File: src/rtl/phase_timer_pkg.sv
// Shared definitions for the phase timer and its intersection-sequencer partner:
// FSM state encoding, default timing parameters and the light-state constants.
package phase_timer_pkg;

    localparam int unsigned TICKS_PER_SEC_DEF = 10000;
    localparam int unsigned SEC_W_DEF         = 16;
    localparam int unsigned PRESC_W_DEF       = 14;

    typedef enum logic [2:0] {
        ST_START = 3'd0,
        ST_WAIT  = 3'd1,
        ST_LOAD  = 3'd2,
        ST_COUNT = 3'd3,
        ST_DONE  = 3'd4,
        ST_IDLE  = 3'd5
    } state_t;

    typedef enum logic [1:0] {
        LIGHT_RED    = 2'b00,
        LIGHT_YELLOW = 2'b01,
        LIGHT_GREEN  = 2'b10,
        LIGHT_OFF    = 2'b11
    } light_t;

endpackage

File: src/rtl/phase_timer_sec_prescaler.sv
// Divides the system clock down to one-second strobes; clear forces the count to zero.
module sec_prescaler #(
    parameter int unsigned TICKS_PER_SEC = 10000,
    parameter int unsigned PRESC_W       = 14
) (
    input  logic clk,
    input  logic reset,
    input  logic clear,
    input  logic run,
    output logic sec_tick_c
);

    localparam logic [PRESC_W-1:0] LAST = PRESC_W'(TICKS_PER_SEC - 1);

    logic [PRESC_W-1:0] count;

    assign sec_tick_c = run && (count == LAST);

    // Count is bounded by LAST so it never wraps past one second.
    always_ff @(posedge clk) begin
        if (reset || clear) begin
            count <= '0;
        end else if (run) begin
            if (count == LAST) begin
                count <= '0;
            end else begin
                count <= count + PRESC_W'(1);
            end
        end
    end

endmodule

File: src/rtl/phase_timer.sv
// Phase duration timer: counts secondsToCount whole seconds and strobes finished
// so the light sequencer can advance; exports remaining seconds and a 1 Hz tick.
module phase_timer
    import phase_timer_pkg::*;
#(
    parameter int unsigned TICKS_PER_SEC = TICKS_PER_SEC_DEF,
    parameter int unsigned SEC_W         = SEC_W_DEF,
    parameter int unsigned PRESC_W       = PRESC_W_DEF
) (
    input  logic             clk,
    input  logic             reset,
    input  logic             enable_general,
    input  logic [SEC_W-1:0] secondsToCount,
    output logic             finished,
    output logic [SEC_W-1:0] seconds_left,
    output logic             tick_1hz,
    output logic             busy
);

    state_t           state;
    state_t           state_next;
    logic [SEC_W-1:0] seconds_left_next;
    logic             finished_next;
    logic             busy_next;
    logic             run;
    logic             sec_tick_c;

    assign run = (state == ST_COUNT) && enable_general;

    sec_prescaler #(
        .TICKS_PER_SEC (TICKS_PER_SEC),
        .PRESC_W       (PRESC_W)
    ) u_sec_prescaler (
        .clk        (clk),
        .reset      (reset),
        .clear      (!run),
        .run        (run),
        .sec_tick_c (sec_tick_c)
    );

    always_ff @(posedge clk) begin
        if (reset) begin
            state        <= ST_START;
            finished     <= 1'b0;
            tick_1hz     <= 1'b0;
            busy         <= 1'b0;
            seconds_left <= '0;
        end else begin
            state        <= state_next;
            finished     <= finished_next;
            tick_1hz     <= sec_tick_c;
            busy         <= busy_next;
            seconds_left <= seconds_left_next;
        end
    end

    // START holds until its pulse has been emitted, which also covers the exit from reset.
    always_comb begin
        state_next        = state;
        seconds_left_next = seconds_left;
        if (!enable_general) begin
            state_next        = ST_IDLE;
            seconds_left_next = '0;
        end else begin
            case (state)
                ST_START: state_next = finished ? ST_WAIT : ST_START;
                ST_WAIT:  state_next = ST_LOAD;
                ST_LOAD: begin
                    seconds_left_next = secondsToCount;
                    state_next        = (secondsToCount == '0) ? ST_DONE : ST_COUNT;
                end
                ST_COUNT: begin
                    if (sec_tick_c) begin
                        if (seconds_left != '0) begin
                            seconds_left_next = seconds_left - SEC_W'(1);
                        end
                        if (seconds_left <= SEC_W'(1)) begin
                            state_next = ST_DONE;
                        end
                    end
                end
                ST_DONE:  state_next = ST_WAIT;
                ST_IDLE:  state_next = ST_START;
                default:  state_next = ST_START;
            endcase
        end
        finished_next = (state_next == ST_START) || (state_next == ST_DONE);
        busy_next     = (state_next == ST_LOAD) || (state_next == ST_COUNT);
    end

endmodule

File: config.mk
export PLATFORM = sky130hd
export DESIGN_NAME = phase_timer
export DESIGN_NICKNAME = d
export VERILOG_FILES = /design/src/rtl/phase_timer_pkg.sv /design/src/rtl/phase_timer_sec_prescaler.sv /design/src/rtl/phase_timer.sv
export SDC_FILE = /design/constraint.sdc
export NUM_CORES = 1
export LEC_CHECK = 0
export CAP_MARGIN = 20
export CORE_MARGIN = 2
export CORE_UTILIZATION = 44
export DETAILED_ROUTE_END_ITERATION = 16
export PLACE_DENSITY = 0.69
export SYNTH_ARGS = -nofsm -noshare
export SYNTH_HDL_FRONTEND = slang
export SYNTH_SLANG_ARGS = --single-unit
File: constraint.sdc
create_clock -name clk -period 2.34 [get_ports clk]
set_input_delay 0.351 -clock clk [delete_from_list [all_inputs] [get_ports clk]]
set_output_delay 0.351 -clock clk [all_outputs]
set_load 0.01 [all_outputs]
==> out/qor.csv <==
metric,value,unit
dp_slack,157,ps
finalSetupViolCount,0,
hp-class,reg -> reg,
cts_hold_buffers,0,
setup_tns,0,ps
die_w,73.3,um
cts_tree,yes,
rsz0062_at_grt,no,
gp_congestion,0.838,
ant_nets,0,
port_buffers,37,
dr_total_vias,2048,
hold_viol_final,0,
cts_root_buf,clkbuf_8,
chipHeight,73.3,um
num_rows,25,
antenna_found_initial,0,
r2r-start,seconds_left[1],
p_leak,0.937,nW
fmaxAchievable,468,MHz
dr.first_iter.drc_count,180,
critPathCaptureType,flop,
area_delta_synth_final,27.8,%
max-slew-margin-rel,66.8,%
slew_violations,0,
grt_pass1_wl,8960,um
grt_overflow,0,
wirelength,5410,um
fin_crit_sh,91.3,%
syn-num-nets,278,
outcome,"finished, final reports clean",
netlist-cell-type-count,59,
nNetsFinal,321,
grt_max_degree,18,
wl_met1,2470,um
final_util,57.6,%
place_hpwl,4150,um
skew,6.17,ps
clk_pin_slew,80,ps
post_cts_buffers,0,
io-pin-count,38,
holdWs,448,ps
finalWorstSetupSlack,203,ps
start_util,45.1,%
postSynthCellCount,255,
ys_seq_elements,36,
first_global_vias,1899,
drive_gt1_share,13.4,%
grt_usage,21.4,%
worstSetupStartpoint,seconds_left[1],
hold_start,u_sec_prescaler.count[0],
routed-wl-met2,2470,um
powerDensity,502,nW/um^2
wl_met3,380,um
cts_sinks,36,
synth_edf_count,0,
async_flop_share,0,%
yosys_warnings,0,
synthFlopType,dfxtp_1,
cp_max_fo,6,
maxCapViolCount,0,
syn-cell-area,2120,sq um
ys_seq_area_share,34.1,%
crit_arrival,2360,ps
numCtsBuffers,5,
routedWlPerCell,15.3,um
design.core.area,4690,sq um
syn_area_per_cell,8.30,sq um
worst-setup-path-type,reg -> reg,
via_per_inst,5.80,
period_minus_slack,2140,ps
drc,0,
tightestPinTransition,486,ps
cts.path.max_buffers,2,
required,2560,ps
first_pass_iters,4,
routed.top_layer,met4,
ir_worst_vdd,0.366,mV
postCtsResizedCells,0,
die-area,5380,sq um
cp-start-kind,flop,
diodes,0,
h-tree-depth,2,
clock_latency,280,ps
[kinds of logic after synthesis]
| logic type | synth area share, % |
|---|---|
| buffers and inverters | 4.20 |
| DFF | 34.1 |
| AOI/OAI and AO/OA | 22.2 |
| adders and majority gates | 2.37 |
| xor gates and xnor gates | 4.97 |
| and+or+nand+nor | 32.2 |
[stage by stage]
step / power (mW) / instances / instance area (sq um)
CTS: 1.37 / 353 / 2700
detailed placement: 0.827 / 345 / 2590
finish: 1.36 / 353 / 2700
floorplan: 0.748 / 255 / 2120
global placement: 0.826 / 345 / 2590
global route: 1.40 / 353 / 2700
[critical path, cell delays in order (launching register included)]
cell,delay [ps]
dfxtp_1,340
inv_1,130
ha_1,290
or4b_4,500
o21ai_1,190
o21ai_1,80
or4_1,400
a21oi_1,150
[cell type report]
cell class / instances / area, sq um
clock buffer: 5 / 68.8
clock inverter: 3 / 42.5
fill: 450 / 1990
inverter: 6 / 22.5
multi-input combinational: 198 / 1310
sequential: 36 / 721
tap: 54 / 67.6
timing repair buffer: 51 / 475
[final timing paths]
path,depth (start not counted),slack (ps),end
hold / removal,1,450,u_sec_prescaler.count[0]
setup reg to reg,7,200,seconds_left[8]
setup / recovery,7,200,seconds_left[8]
hold reg to reg,1,450,u_sec_prescaler.count[0]
[routing by layer]
metal  GRT usage [%]  up-vias
met3            4.66        8
met4            6.26        0
met2            32.8       65
met1            30.1      934
li1                -     1041
met5               0        -
[Yosys cell counts, types with 7 or more instances]
cell type / n / area (sq um)
a21oi_1: 12 / 60.1
clkbuf_1: 8 / 30.0
dfxtp_1: 36 / 721
nand2_1: 14 / 52.6
nand3_1: 8 / 40.0
nand4_1: 7 / 43.8
nor2_1: 35 / 131
nor3_1: 9 / 45.0
nor4_1: 8 / 50.1
o21ai_0: 9 / 45.0
[report_power, final]
part / switching (mW) / total [mW] / internal, mW
sequential: 0.0148 / 0.636 / 0.621
clock: 0.227 / 0.543 / 0.315
combinational: 0.0909 / 0.179 / 0.0880
total: 0.333 / 1.36 / 1.02
[flip-flops by register name (all words and copies together) (netlist names)]
name,flops
state,3
busy,1
finished,1
seconds_left,16
tick_1hz,1
u_sec_prescaler.count,14
[layout by cell type, fill, tap and decap left out, drive strengths merged, types with 7 or more instances in the layout]
cell	count
a211oi	8
a21oi	12
buf	14
clkdlybuf4s50	37
dfxtp	36
nand2	15
nand3	8
nand4	7
nor2	37
nor3	9
nor4	10
o21ai	12
(Power assumes the default switching activity.)
